### src/rtl/loop_pkg.sv
// Shared looper types: playback FSM states, default bus widths and the saturating
// adder used by the mix path here and by the writer's overdub path.
package loop_pkg;

  localparam int LOOP_ADDR_W = 20;
  localparam int LOOP_DATA_W = 16;

  typedef enum logic [1:0] {
    IDLE  = 2'd0,
    ARMED = 2'd1,
    REQ   = 2'd2,
    READ  = 2'd3
  } loop_state_t;

  // Signed add clamped to the representable range instead of wrapping.
  function automatic logic signed [LOOP_DATA_W-1:0] sat_add(
    input logic signed [LOOP_DATA_W-1:0] a,
    input logic signed [LOOP_DATA_W-1:0] b
  );
    logic signed [LOOP_DATA_W:0] sum;
    sum = {a[LOOP_DATA_W-1], a} + {b[LOOP_DATA_W-1], b};
    if (sum[LOOP_DATA_W] != sum[LOOP_DATA_W-1]) begin
      return sum[LOOP_DATA_W] ? {1'b1, {(LOOP_DATA_W-1){1'b0}}}
                              : {1'b0, {(LOOP_DATA_W-1){1'b1}}};
    end
    return sum[LOOP_DATA_W-1:0];
  endfunction

endpackage

### src/rtl/loop_sram_reader_if.sv
// Read port between the loop playback engine (master) and the SRAM arbiter (slave).
interface loop_sram_reader_if #(
  parameter int ADDR_W = 20,
  parameter int DATA_W = 16
);
  // req is held with addr stable until gnt is seen high in the same cycle; that cycle
  // is the handshake. rdata is valid a fixed number of cycles after the handshake.
  logic                     req;
  logic                     gnt;
  logic [ADDR_W-1:0]        addr;
  logic signed [DATA_W-1:0] rdata;

  modport master (output req, addr, input gnt, rdata);
  modport slave  (input req, addr, output gnt, rdata);
endinterface

### src/rtl/loop_rd_ptr.sv
// Cyclic address counter 0..len-1; wrap is high in the cycle an increment rolls over to 0.
module loop_rd_ptr #(
  parameter int W = 20
) (
  input  logic         clk,
  input  logic         rst_n,
  input  logic         clear,
  input  logic         inc,
  input  logic [W-1:0] len,
  output logic [W-1:0] ptr,
  output logic         wrap
);

  assign wrap = inc && (ptr == len - W'(1));

  always_ff @(posedge clk or negedge rst_n) begin
    if (!rst_n) begin
      ptr <= '0;
    end else if (clear) begin
      ptr <= '0;
    end else if (inc) begin
      ptr <= wrap ? '0 : ptr + W'(1);
    end
  end

endmodule

### src/rtl/loop_sram_reader.sv
// Loop playback: fetches one recorded sample per strobe from SRAM, cycling 0..len-1.
// Optional LOOP_MIX_EN adds the latched live sample with saturation and passes live through in IDLE.
module loop_sram_reader
  import loop_pkg::*;
#(
  parameter int ADDR_W    = LOOP_ADDR_W,
  parameter int DATA_W    = LOOP_DATA_W,
  parameter int READ_WAIT = 2
) (
  input  logic                     i_clk,
  input  logic                     i_rst_n,
  input  logic                     i_start,
  input  logic                     i_stop,
  input  logic [ADDR_W-1:0]        i_loop_len,
  input  logic                     i_valid,
  input  logic signed [DATA_W-1:0] i_live,
  loop_sram_reader_if.master       sram,
  output logic signed [DATA_W-1:0] o_data,
  output logic                     o_valid,
  output logic                     o_playing,
  output logic                     o_wrap,
  output logic                     o_underrun,
  output loop_state_t              o_state
);

  localparam int WC_W = (READ_WAIT > 1) ? $clog2(READ_WAIT) : 1;

  loop_state_t              state, state_nxt;
  logic [ADDR_W-1:0]        len_r;
  logic [ADDR_W-1:0]        rd_ptr;
  logic [WC_W-1:0]          wait_cnt;
  logic                     ptr_clear, ptr_inc, ptr_wrap;
  logic                     len_load, wait_load, wait_dec, capture, clear_data;
  logic signed [DATA_W-1:0] sample;

  loop_rd_ptr #(.W(ADDR_W)) u_rd_ptr (
    .clk   (i_clk),
    .rst_n (i_rst_n),
    .clear (ptr_clear),
    .inc   (ptr_inc),
    .len   (len_r),
    .ptr   (rd_ptr),
    .wrap  (ptr_wrap)
  );

  always_ff @(posedge i_clk or negedge i_rst_n) begin
    if (!i_rst_n) state <= IDLE;
    else          state <= state_nxt;
  end

  // Stop beats start; any start while playing aborts the fetch and rewinds.
  always_comb begin
    state_nxt  = state;
    ptr_clear  = 1'b0;
    ptr_inc    = 1'b0;
    len_load   = 1'b0;
    wait_load  = 1'b0;
    wait_dec   = 1'b0;
    capture    = 1'b0;
    clear_data = 1'b0;
    if (i_stop) begin
      state_nxt  = IDLE;
      clear_data = 1'b1;
    end else if (i_start && (i_loop_len != '0)) begin
      state_nxt = ARMED;
      ptr_clear = 1'b1;
      len_load  = 1'b1;
    end else if (i_start && (state != IDLE)) begin
      state_nxt  = IDLE;
      clear_data = 1'b1;
    end else begin
      case (state)
        IDLE:  state_nxt = IDLE;
        ARMED: if (i_valid) state_nxt = REQ;
        REQ: begin
          if (sram.gnt) begin
            state_nxt = READ;
            wait_load = 1'b1;
          end
        end
        READ: begin
          if (wait_cnt == '0) begin
            capture   = 1'b1;
            ptr_inc   = 1'b1;
            state_nxt = ARMED;
          end else begin
            wait_dec = 1'b1;
          end
        end
        default: state_nxt = IDLE;
      endcase
    end
  end

  // Request is gated combinationally so a stop/restart withdraws it in the same cycle.
  assign sram.req  = (state == REQ) && !i_stop && !i_start;
  assign sram.addr = rd_ptr;
  assign o_playing = (state != IDLE);
  assign o_state   = state;

`ifdef LOOP_MIX_EN
  logic signed [DATA_W-1:0] live_r;

  always_ff @(posedge i_clk or negedge i_rst_n) begin
    if (!i_rst_n)     live_r <= '0;
    else if (i_valid) live_r <= i_live;
  end

  assign sample = sat_add(live_r, sram.rdata);
`else
  logic unused_live;
  assign unused_live = ^i_live;
  assign sample      = sram.rdata;
`endif

  always_ff @(posedge i_clk or negedge i_rst_n) begin
    if (!i_rst_n) begin
      len_r      <= '0;
      wait_cnt   <= '0;
      o_data     <= '0;
      o_valid    <= 1'b0;
      o_wrap     <= 1'b0;
      o_underrun <= 1'b0;
    end else begin
      o_valid    <= 1'b0;
      o_wrap     <= 1'b0;
      o_underrun <= i_valid && ((state == REQ) || (state == READ));
      if (len_load) len_r <= i_loop_len;
      if (wait_load)     wait_cnt <= WC_W'(READ_WAIT - 1);
      else if (wait_dec) wait_cnt <= wait_cnt - WC_W'(1);
      if (clear_data) begin
        o_data <= '0;
      end else if (capture) begin
        o_data  <= sample;
        o_valid <= 1'b1;
        o_wrap  <= ptr_wrap;
      end
`ifdef LOOP_MIX_EN
      else if ((state == IDLE) && i_valid) begin
        o_data  <= i_live;
        o_valid <= 1'b1;
      end
`endif
    end
  end

endmodule

### src/flat_wrapper.sv
// flat-port wrapper written by rule: the top's interface ports become plain ports
module loop_sram_reader_flat import loop_pkg::*;
#(
  parameter int ADDR_W    = LOOP_ADDR_W,
  parameter int DATA_W    = LOOP_DATA_W,
  parameter int READ_WAIT = 2
)
  (i_clk, i_rst_n, i_start, i_stop, i_loop_len, i_valid, i_live, o_data, o_valid, o_playing, o_wrap, o_underrun, o_state, sram_req, sram_addr, sram_gnt, sram_rdata);
  loop_sram_reader_if #(.ADDR_W(ADDR_W), .DATA_W(DATA_W)) sram_i ();
  input  logic i_clk;
  input  logic i_rst_n;
  input  logic i_start;
  input  logic i_stop;
  input  logic [ADDR_W-1:0] i_loop_len;
  input  logic i_valid;
  input  logic signed [DATA_W-1:0] i_live;
  output logic signed [DATA_W-1:0] o_data;
  output logic o_valid;
  output logic o_playing;
  output logic o_wrap;
  output logic o_underrun;
  output loop_state_t o_state;
  output wire logic [$bits(sram_i.req)-1:0] sram_req;
  output wire logic [$bits(sram_i.addr)-1:0] sram_addr;
  input wire logic [$bits(sram_i.gnt)-1:0] sram_gnt;
  input wire logic [$bits(sram_i.rdata)-1:0] sram_rdata;
  assign sram_req = sram_i.req;
  assign sram_addr = sram_i.addr;
  assign sram_i.gnt = sram_gnt;
  assign sram_i.rdata = sram_rdata;
  loop_sram_reader #(.ADDR_W(ADDR_W), .DATA_W(DATA_W), .READ_WAIT(READ_WAIT)) u_core (.i_clk(i_clk), .i_rst_n(i_rst_n), .i_start(i_start), .i_stop(i_stop), .i_loop_len(i_loop_len), .i_valid(i_valid), .i_live(i_live), .sram(sram_i), .o_data(o_data), .o_valid(o_valid), .o_playing(o_playing), .o_wrap(o_wrap), .o_underrun(o_underrun), .o_state(o_state));
endmodule
### config.mk
export PLATFORM = sky130hd
export DESIGN_NAME = loop_sram_reader_flat
export DESIGN_NICKNAME = d
export VERILOG_FILES = /design/src/rtl/loop_pkg.sv /design/src/rtl/loop_sram_reader_if.sv /design/src/rtl/loop_rd_ptr.sv /design/src/rtl/loop_sram_reader.sv /design/src/flat_wrapper.sv
export SDC_FILE = /design/constraint.sdc
export NUM_CORES = 1
export LEC_CHECK = 0
export BUFFER_PORTS_ARGS = -buffer_cell sky130_fd_sc_hd__buf_2
export CORE_UTILIZATION = 54
export CTS_BUF_LIST = sky130_fd_sc_hd__clkbuf_8
export CTS_CLUSTER_DIAMETER = 80
export CTS_CLUSTER_SIZE = 24
export DETAILED_ROUTE_END_ITERATION = 8
export MAX_ROUTING_LAYER = met4
export PLACE_DENSITY = 0.85
export SYNTH_ARGS = -nofsm -noshare
export SYNTH_HDL_FRONTEND = slang
export SYNTH_SLANG_ARGS = --single-unit
### constraint.sdc
create_clock -name i_clk -period 3.31 [get_ports i_clk]
set_input_delay 0.331 -clock i_clk [delete_from_list [all_inputs] [get_ports i_clk]]
set_output_delay 0.331 -clock i_clk [all_outputs]
set_load 0.01 [all_outputs]
* After elaboration in Yosys (flattened, before gate mapping) *
Index checks and enable logic that the tools add are counted.

operators by class
  add/sub/neg operators = 3
  equality and inequality tests = 7
  muxes and demuxes = 38
  reductions and logical operators = 16

operators by type and width
  kind                     count
  $mux W20                 3
  $mux W16                 2
  $mux W1                  26
  $add A20 B1 Y20 const B  1
  $eq A20 B20 Y1           1
  $reduce_bool A20 Y1      1
  $sub A20 B1 Y20 const B  1
  $mux W2                  6
  $ne A5 B3 Y1 const B     2
  $pmux W2 S4              1
  $reduce_bool A2 Y1       4
  $logic_and A1 B1 Y1      6
  $ne A5 B5 Y1 const B     1
  $eq A2 B2 Y1 const B     2
  $reduce_and A3 Y1        1
  $eq A2 B1 Y1 const B     1
  $logic_not A1 Y1         2
  $logic_not A2 Y1         1
  $logic_or A1 B1 Y1       1
  $sub A1 B1 Y1 const B    1

storage, ports and cells
  register bits = 62
  bits of input ports = 58
  output and inout bits = 43

* Logic depth before layout (Yosys ltp) *
Gate-level depths: netlist of run 1.

  depth in word-level cells = 9
  depth in mapped cells = 11
  mapped depth without buffers = 10

* By module *
Synthesis of run 1 repeated with hierarchy kept, for this count alone.

second synthesis, totals
  cell total of the unflattened synthesis = 351
  area, all modules = 3639.7 sq um

modules (own cells, without submodules)
  module            instances  cells each  area an instance (sq um)  seq. area each (sq um)
  loop_sram_reader  1          128         1850.5                    1051.0
  loop_rd_ptr       1          223         1789.2                    500.5

* Worst setup path after synthesis of run 1 *
No wires, ideal clock.

  path type = reg-to-reg
  start point = register u_core.len_r[0]
  end point = register u_core.u_rd_ptr.ptr[13]
  library setup time = 0.119 ns
  arrival = 2.417 ns
  required time = 3.191 ns
  slack = 0.775 ns
  cell stages (with the launch flop) = 11
  period minus slack after synthesis = 2.535 ns
  path through = dfrtp_1 inv_1 ha_1 or4b_1 or4_1 o21ai_0 a21boi_2 nand4_2 nand2_4 buf_6 nor2_1

between the ends
  longest elaborated chain between the ends = 6

ends and longest elaborated chain
  element                 line                     source
  start, declared         loop_sram_reader.sv:29   logic [ADDR_W-1:0] len_r;
  start signal, assigned  loop_sram_reader.sv:128  if (len_load) len_r <= i_loop_len;
  $sub A20 B1 Y20         loop_rd_ptr.sv:14        assign wrap = inc && (ptr == len - W'(1));
  $eq A20 B20 Y1          loop_rd_ptr.sv:14
  $logic_and A1 B1 Y1     loop_rd_ptr.sv:14
  $mux W20                loop_rd_ptr.sv:22        ptr <= wrap ? '0 : ptr + W'(1);
  $mux W20                loop_rd_ptr.sv:21        end else if (inc) begin
  $mux W20                loop_rd_ptr.sv:19        end else if (clear) begin
  end signal, assigned    loop_rd_ptr.sv:22
  end, declared           loop_rd_ptr.sv:10        output logic [W-1:0] ptr,

Every way passes these cells. The select of a mux whose other input is x is not followed.
A chain may end at the register's enable or synchronous reset.

* Worst setup path after layout of run 1 *
  start point = register u_core.len_r[0]
  end point = register u_core.u_rd_ptr.ptr[16]

Same word-level chain as after synthesis.

==> qor.txt, run 1 <==
Synth Instances -> 349
Gpl congestion -> 0.934
CORE AREA -> 6350 µm²
Peak VDD IR -> 333 µV
# nets final -> 495
Post-layout util -> 66.6%
Crit path DAT -> 3100 ps
Tmin final -> 2880 ps
Largest net degree at the start of global routing -> 34
Root Buffer Master -> clkbuf_8
Buf/Inv on CP -> 1
Crit start category -> register
Largest delay share family, worst path -> simple AND/OR/NAND/NOR gates
Worst-Margin Slew -> 954 ps
Period utilization -> 87.0%
Slew headroom -> 36.3%
Area delta synth->final -> 19.2%
Slew Limit Fails -> 0
# IOs -> 101
Vias after detailed routing -> 2978
Worst path max stage delay -> 530 ps
Setup violators final -> 0
CTS tree -> done
Worst-path maximum fanout -> 16
Highest Clock Rate -> 347 MHz
Max H-tree Level -> 3
Pwr Total -> 1.87 mW
Ys Warns -> 0
Sequential area share after synthesis -> 43.8%
Hold Slack -> 48.0 ps
Critical path cell sequence -> inv_1 > ha_1 > or4b_1 > nor3_1 > nand2_1 > xnor2_1 > a211oi_1 > nand4_2 > nand2_4 > nor2_1
DRC -> 0
Clk_lat worst skew -> 340 ps
Initial antenna violation count -> 0
Antenna diode count -> 0
Post-Syn Area -> 3550 µm²
Initial DRT Pass Iterations -> 4
Final TNS setup -> 0 ps
Post-synth top area cell -> dfrtp_1
Setup ws final -> 431 ps
Yosys reg bits -> 62
Ys async rst share -> 100%
Status -> finished, final reports clean
WL/cell -> 15.6 µm
Count of input and output buffers -> 84
Gr usage total -> 25.6%
Die Area -> 6890 µm²
Share of cells above drive strength 1 -> 31.2%
Final Hold Vio Count -> 0
Top cell type's share of synthesized area -> 43.8%
Post-synth EDFFs -> 0
Clock Tree Buf Depth -> 2
Final wirelength -> 8.02 mm
Initial Util -> 55.8%
Num CTS Buffers -> 9
Max cap viols -> 0
Clock transition at path regs -> 70 ps
Final Skew -> 7.27 ps
Grt total ovfl -> 0
Gates resized, CTS repair -> 0
HP Class -> in2async
Prevailing post-synth register cell -> dfrtp_1
Req. time, crit path -> 3530 ps
Place WS -> 466 ps
Worst setup EP type -> register
First-pass GRT wire length -> 13.6 mm
Clock Sinks -> 62
Synth area leaders -> dfrtp_1 44%, mux2_2 6.4%, xnor2_1 5.7%, xor2_1 4.7%, a22o_1 4.0%
Most frequent cells after synthesis -> 62 x dfrtp_1, 36 x nor2_1, 23 x xnor2_1
Unique masters post-synth -> 58
Lkg Pwr -> 2.01 nW
Pwr dens -> 443 nW/µm²
Avg Vias per Cell -> 5.81
Hold_buf cts -> 0
Die width -> 83.0 µm
Die H -> 83.0 µm
# rows -> 29
RSZ-0062 raised after global routing -> false
Post-CTS Setup Inserts -> 0
DRT iter0 DRCs -> 167
Mapped Nets -> 413
Most common cell in the netlist -> dfrtp_1
Final ANT Viol Nets -> 0
Worst setup path class -> reg2reg
Slowest-stage cell, CP -> or4b_1
Dpl hpwl -> 5.96 mm
Vias in the first global route -> 2900
Avg Cell Area, Syn -> 10.2 µm²
==> worst register-to-register path: cells and delay by family, from the launching register on <==
kind / cells / cell delay, ps
AND/OR/NAND/NOR: 6 / 1540
buffers and inverters: 1 / 90
XOR/XNOR: 1 / 140
AO/OA/AOI/OAI: 1 / 270
flip-flops: 1 / 460
adder cells (fa/ha/maj): 1 / 280
==> placed cells by master, fill, tap and decap left out, types with 7 or more instances in the layout <==
cell type,instances
a21oi_1,7
a22o_1,16
buf_2,84
clkbuf_8,10
dfrtp_1,62
inv_1,15
mux2_2,20
nand2_1,22
nand3_1,10
nand4_1,10
nor2_1,36
nor2b_1,7
nor3_1,7
nor4_1,8
xnor2_1,23
xor2_1,19
==> cell type report <==
type                    instances  area [µm²]
repair buffers                 86         435
inverters                      13        48.8
fillers                       515        2120
flip-flops and latches         62        1550
clock inverters                 6        77.6
well taps                      77        96.3
clock buffers                  10         138
multi-input cells             259        1880
==> report_power, final <==
group	switching, mW	internal (mW)	leakage [nW]	total [mW]
Combinational	0.143	0.133	1.08	0.276
Sequential	0.0774	0.802	0.819	0.879
Clock	0.282	0.436	0.119	0.718
Total	0.502	1.37	2.01	1.87
==> through the flow <==
| stage | cell area (µm²) | instances |
|---|---|---|
| finish | 4230 | 513 |
| global route | 4230 | 513 |
| CTS | 4230 | 513 |
| detailed placement | 4010 | 497 |
| global placement | 4010 | 497 |
| floorplan | 3550 | 349 |
==> final timing paths <==
path                                        from                 endpoint  slack [ps]  depth (start not counted)
worst min register to register  u_core.o_data[9]         u_core.o_data[9]         490                          1
worst max register to register   u_core.len_r[0]  u_core.u_rd_ptr.ptr[16]         430                         10
worst min-delay path                     i_rst_n   u_core.u_rd_ptr.ptr[8]          50                          1
worst max-delay path             u_core.len_r[0]  u_core.u_rd_ptr.ptr[16]         430                         10
max in group asynchronous                i_rst_n          u_core.len_r[1]        2420                          2
min in group i_clk                sram_rdata[14]        u_core.o_data[14]         200                          2
==> routing by layer <==
| metal | vias up | share of wire (%) | GRT usage (%) |
|---|---|---|---|
| li1 | 1424 | - | - |
| met5 | - | 0 | - |
| met3 | 13 | 5.5 | 4.77 |
| met1 | 1432 | 45 | 31.9 |
| met2 | 109 | 48 | 40.8 |
| met4 | 0 | 2.0 | 11.3 |
==> flip-flops by register name, indices dropped and copies added, names as in the netlist <==
| name | flops |
|---|---|
| u_core.o_state | 2 |
| u_core.o_data | 16 |
| u_core.o_valid | 1 |
| u_core.o_wrap | 1 |
| u_core.u_rd_ptr.ptr | 20 |
| u_core.len_r | 20 |
| u_core.wait_cnt | 1 |
| u_core.o_underrun | 1 |
==> cell families after synthesis <==
kind of cell	count (synthesis)	synth area share (%)
simple gates	136	21.9
flops	62	43.8
compound gates	53	11.5
xor+xnor	42	10.4
buf+inv	28	3.46
mux	22	6.92
fa+ha+maj	6	2.12
No activity file was read; power rests on OpenSTA's default activity.
==> run 2: changes to the inputs <==
Settings changed: MAX_ROUTING_LAYER met4 to default.
==> run 2 against run 1 <==
Compared with the run above: worst hold slack better by 2.4 ps; via count is 0.30% lower; critical endpoint is now u_core.u_rd_ptr.ptr[17]; cell count unchanged; largest power group unchanged; die area did not move; clock skew down 1.9 ps; flip-flop and latch count stayed put; routed wire length fell by 2.5%.
==> qor.txt, run 2 (synthesis gave the netlist of run 1 again) <==
Status -> finished, final reports clean
Avg Vias per Cell -> 5.79
Busiest grt layer -> met2
Sequential Area -> 1550 µm²
Initial antenna violation count -> 0
Tmin final -> 2860 ps
Fillers -> 516
Die width -> 83.0 µm
Setup ws final -> 448 ps
Gr usage total -> 24.5%
Gpl congestion -> 0.893
Slew Limit Fails -> 0
Commonest non-fill, non-tap cell in the layout -> buf_2
Clock Tree Buf Depth -> 2
Root Buffer Master -> clkbuf_8
Die H -> 83.0 µm
Worst setup EP type -> register
Slowest-stage cell, CP -> or4b_1
Vias in the first global route -> 2898
Worst-Margin Slew -> 975 ps
Largest net degree at the start of global routing -> 34
Crit start category -> register
Final Cell Area -> 4210 µm²
Hold_buf cts -> 0
Clock Sinks -> 62
Grt total ovfl -> 0
Lkg Pwr -> 2.00 nW
Multi-input logic area -> 1880 µm²
CTS tree -> done
DRC -> 0
Top flop regs -> u_core.len_r x20, u_core.u_rd_ptr.ptr x20, u_core.o_data x16
Area delta synth->final -> 18.8%
Max H-tree Level -> 3
First-pass GRT wire length -> 13.5 mm
Final Hold Vio Count -> 0
Highest Clock Rate -> 349 MHz
Worst setup path class -> reg2reg
Period utilization -> 86.5%
Critical path cell sequence -> inv_1 > ha_1 > or4b_1 > nor3_1 > nand2_1 > xnor2_1 > a211oi_1 > nand4_2 > nand2_4 > nor2_1
Setup violators final -> 0
Place WS -> 484 ps
Gates resized, CTS repair -> 0
Final ANT Viol Nets -> 0
Initial DRT Pass Iterations -> 4
Count of input and output buffers -> 84
Crit path DAT -> 3090 ps
Vias after detailed routing -> 2969
Placed cell area -> 4010 µm²
Clock transition at path regs -> 70 ps
Placed Cells incl. Taps -> 497
Most frequent cells in the layout -> 84 x buf_2, 62 x dfrtp_1, 36 x nor2_1, 23 x xnor2_1, 22 x nand2_1
# IOs -> 101
Met1 Resource Use GR -> 31.7%
# rows -> 29
Final wirelength -> 7.82 mm
Die Area -> 6890 µm²
Final Skew -> 5.37 ps
Peak VDD IR -> 267 µV
Worst-path maximum fanout -> 16
Antenna diode count -> 0
CORE AREA -> 6350 µm²
WL/cell -> 15.2 µm
Post-CTS Setup Inserts -> 0
Worst path max stage delay -> 530 ps
Dpl hpwl -> 5.92 mm
Post-route insts no fill -> 513
Pwr dens -> 430 nW/µm²
Clk_lat worst skew -> 340 ps
HP Class -> in2async
# nets final -> 495
Share of cells above drive strength 1 -> 31.4%
Num CTS Buffers -> 9
Req. time, crit path -> 3530 ps
Slew headroom -> 34.9%
DRT iter0 DRCs -> 140
Max cap viols -> 0
Pwr Total -> 1.81 mW
Initial Util -> 55.8%
Met2 Track Usage GR -> 39.9%
Final TNS setup -> 0 ps
RSZ-0062 raised after global routing -> false
Met3 track demand over resource -> 6.16%
[run 2: worst max-delay path: cells and delay by family, from the launching register on]
| family | cells | cell delay [ps] |
|---|---|---|
| flops | 1 | 420 |
| fa+ha+maj | 1 | 280 |
| compound gates | 1 | 270 |
| xor+xnor | 1 | 140 |
| simple gates | 6 | 1560 |
| buf+inv | 1 | 80 |
[run 2: final cells by class]
class | count | share of cell area [%]
clock inverter | 5 | 1.16
timing repair buffer | 86 | 10.3
clock buffer | 11 | 3.59
sequential | 62 | 36.8
tap | 77 | 2.29
inverter | 13 | 1.16
multi-input combinational | 259 | 44.6
[run 2: through the flow]
stage	utilization (%)	hold slack, ps
floorplan	-	35.4
global route	66.3	100
CTS	66.3	65.7
global placement	63.2	426
detailed placement	63.2	436
finish	66.3	50.5
[run 2: final timing paths]
check / from / endpoint / slack [ps] / cells past startpoint
worst max-delay path: u_core.len_r[0] / u_core.u_rd_ptr.ptr[17] / 450 / 10
worst min-delay path: i_rst_n / u_core.u_rd_ptr.ptr[15] / 50 / 1
worst max register to register: u_core.len_r[0] / u_core.u_rd_ptr.ptr[17] / 450 / 10
worst min register to register: u_core.o_data[8] / u_core.o_data[8] / 490 / 1
max in group asynchronous: i_rst_n / u_core.o_data[13] / 2420 / 2
min in group i_clk: sram_rdata[11] / u_core.o_data[11] / 210 / 2
[run 2: per-layer routing]
layer,up-vias,wire length (µm)
li1,1427,-
met1,1430,3420
met2,100,3810
met3,12,466
met4,0,127
met5,-,0
[run 2: where the power goes]
group / switching (mW) / internal [mW] / total [mW]
registers: 0.0757 / 0.802 / 0.877
clock network: 0.278 / 0.382 / 0.660
logic: 0.141 / 0.133 / 0.274
total: 0.495 / 1.32 / 1.81
==> run 3: changes to the inputs <==
Settings changed: ABC_AREA from default to 1, CORE_UTILIZATION 54 to 55, PLACE_DENSITY 0.85 to 0.86.
==> run 3 against run 2 <==
Compared with the run above: sequential power is 4.2% lower; power is 3.9% higher; critical path depth is 3 higher; worst hold slack better by 120 ps; synthesized area is 10% higher; via count is 28% higher; highest routed layer unchanged; routed wire length is 15% higher; flip-flop and latch count stayed put; clock power is 15% higher; utilization is 1.0 points higher; largest power group unchanged.
==> qor.txt, run 3 <==
Status -> finished, final reports clean
Slowest-stage cell, CP -> dfrtp_1
Mapped Nets -> 631
Lkg Pwr -> 2.54 nW
CORE AREA -> 6830 µm²
Final TNS setup -> 0 ps
Hold Slack -> 173 ps
Grt total ovfl -> 0
Metal3 WL -> 521 µm
Gates resized, CTS repair -> 0
RSZ-0062 raised after global routing -> false
Top flop regs -> u_core.len_r x20, u_core.u_rd_ptr.ptr x20, u_core.o_data x16
Slew Limit Fails -> 0
Tmin final -> 2440 ps
Peak VDD IR -> 297 µV
Die Area -> 7440 µm²
Root Buffer Master -> clkbuf_8
DRC -> 0
Post-synth top area cell -> dfrtp_1
Crit start category -> register
Worst setup path class -> reg2reg
Count of input and output buffers -> 84
Worst-path maximum fanout -> 21
Largest net degree at the start of global routing -> 53
Largest delay share family, worst path -> simple AND/OR/NAND/NOR gates
Max H-tree Level -> 3
Post-CTS Setup Inserts -> 0
Commonest non-fill, non-tap cell in the layout -> nand2_1
HP Class -> in2reg
Vias in the first global route -> 3534
Top cell type's share of synthesized area -> 39.7%
Die width -> 86.3 µm
Critical path origin -> u_core.len_r[0]
Post-synth EDFFs -> 0
Initial Util -> 57.2%
Placed cell area -> 4380 µm²
Post-route insts no fill -> 749
Clk_lat worst skew -> 350 ps
Avg Cell Area, Syn -> 6.89 µm²
Num CTS Buffers -> 9
Vias after detailed routing -> 3789
Worst path max stage delay -> 420 ps
Yosys reg bits -> 62
Worst-Margin Slew -> 1120 ps
Crit path DAT -> 2680 ps
Ys Warns -> 0
Placed Cells incl. Taps -> 733
WL met2 -> 4.30 mm
Max cap viols -> 0
Sequential area share after synthesis -> 39.7%
Max Used Layer -> met4
Req. time, crit path -> 3550 ps
Met1 WL -> 3.93 mm
# rows -> 30
Final ANT Viol Nets -> 0
Synth area leaders -> dfrtp_1 40%, nand2_1 20%, nor2_1 7.2%, nand3_1 5.6%, inv_1 5.4%
Worst setup EP type -> register
Post-Syn Area -> 3900 µm²
Clock transition at path regs -> 80 ps
# nets final -> 712
Most common cell in the netlist -> nand2_1
Share of cells above drive strength 1 -> 18.4%
Antenna diode count -> 0
Highest Clock Rate -> 410 MHz
Min-delay src -> sram_rdata[8]
Critical path cell sequence -> inv_1 > ha_1 > nand2_1 > nor2_1 > nand3_1 > inv_2 > nand3b_1 > nand2_1 > nand3_1 > nor2_1 > nand3_2 > nand2_1 > nand2_1
Post-layout util -> 67.4%
DRT iter0 DRCs -> 211
Die H -> 86.3 µm
# IOs -> 101
Gr usage total -> 26.1%
Area delta synth->final -> 17.9%
Final wirelength -> 8.99 mm
Unique masters post-synth -> 31
Avg Vias per Cell -> 5.06
Buf/Inv on CP -> 2
Clock Sinks -> 62
Clock Tree Buf Depth -> 2
WL/cell -> 12.0 µm
Most frequent cells after synthesis -> 208 x nand2_1, 75 x nor2_1, 62 x dfrtp_1
Initial antenna violation count -> 0
Synth Instances -> 567
Period utilization -> 73.7%
CP Depth -> 13
Final Cell Area -> 4600 µm²
Initial DRT Pass Iterations -> 4
Critical Path End -> u_core.u_rd_ptr.ptr[15]
Final Hold Vio Count -> 0
Slew headroom -> 25.0%
Cell mode on critical path -> nand2_1
Gpl congestion -> 0.890
Dpl hpwl -> 6.64 mm
Most frequent cells in the layout -> 208 x nand2_1, 84 x buf_2, 75 x nor2_1, 62 x dfrtp_1, 56 x inv_1
First-pass GRT wire length -> 15.2 mm
R2R Setup Slk -> 870 ps
Ys async rst share -> 100%
CTS tree -> done
Final Skew -> 11.1 ps
Prevailing post-synth register cell -> dfrtp_1
Pwr dens -> 409 nW/µm²
Setup violators final -> 0
Hold_buf cts -> 0
FF-to-FF End -> u_core.u_rd_ptr.ptr[15]
FF-to-FF Start -> u_core.len_r[0]
Worst R2R Path Depth -> 13
==> run 3: cell count changes after synthesis, sizes merged, moves of 13 or more <==
| cell | delta |
|---|---|
| inv | +47 |
| o21ai | +16 |
| nand2 | +188 |
| mux2 | -20 |
| nor2 | +42 |
| a22o | -17 |
| xnor2 | -13 |
| nand3 | +36 |
==> run 3: worst min path at each step <==
stage                                    to  depth (start not counted)  slack (ps)
after detailed placement   u_core.o_data[0]                          2         490
after global routing       u_core.o_data[9]                          3         170
after floorplan             u_core.len_r[0]                          0          40
after CTS                  u_core.o_data[8]                          3         160
final                      u_core.o_data[8]                          3         170
after global placement    u_core.o_data[13]                          2         480
==> run 3: cell type report <==
cell class / instances / area [µm²]
fillers: 607 / 2230
multi-input cells: 427 / 2030
flip-flops and latches: 62 / 1550
repair buffers: 88 / 450
inverters: 60 / 225
clock buffers: 9 / 124
well taps: 96 / 120
clock inverters: 7 / 97.6
==> run 3: cells by family (layout without fill, tap and decap cells) <==
group,Yosys count,count (layout),share of synthesized area [%]
XOR/XNOR,33,33,7.40
buffers and inverters,78,164,8.17
flip-flops,62,62,39.7
AND/OR/NAND/NOR,358,358,38.7
adder cells (fa/ha/maj),6,6,1.92
AO/OA/AOI/OAI,30,30,4.04
==> run 3: report_power, final <==
group | switching, mW | internal (mW)
Sequential | 0.0465 | 0.793
Clock | 0.335 | 0.426
Combinational | 0.175 | 0.106
==> run 3: routing by layer <==
metal  vias up  track usage, %
met5         -               0
met4         0            13.5
met3        20            5.43
met2       106            43.9
met1      1742            31.7
li1       1921               -
==> run 3: worst register-to-register path, stage by stage (launching register included) <==
cell and delay, ps:
dfrtp_1 420, inv_1 130, ha_1 240, nand2_1 70, nor2_1 230, nand3_1 160, inv_2 100, nand3b_1 70
nand2_1 70, nand3_1 70, nor2_1 140, nand3_2 370, nand2_1 200, nand2_1 70
==> run 3: per-stage QoR <==
stage                     power (mW)  setup slack (ps)
final                           1.88               870
after global routing            1.97               660
after CTS                       1.89               874
after detailed placement        1.13               916
after global placement          1.12               979
after floorplan                 1.04              1430
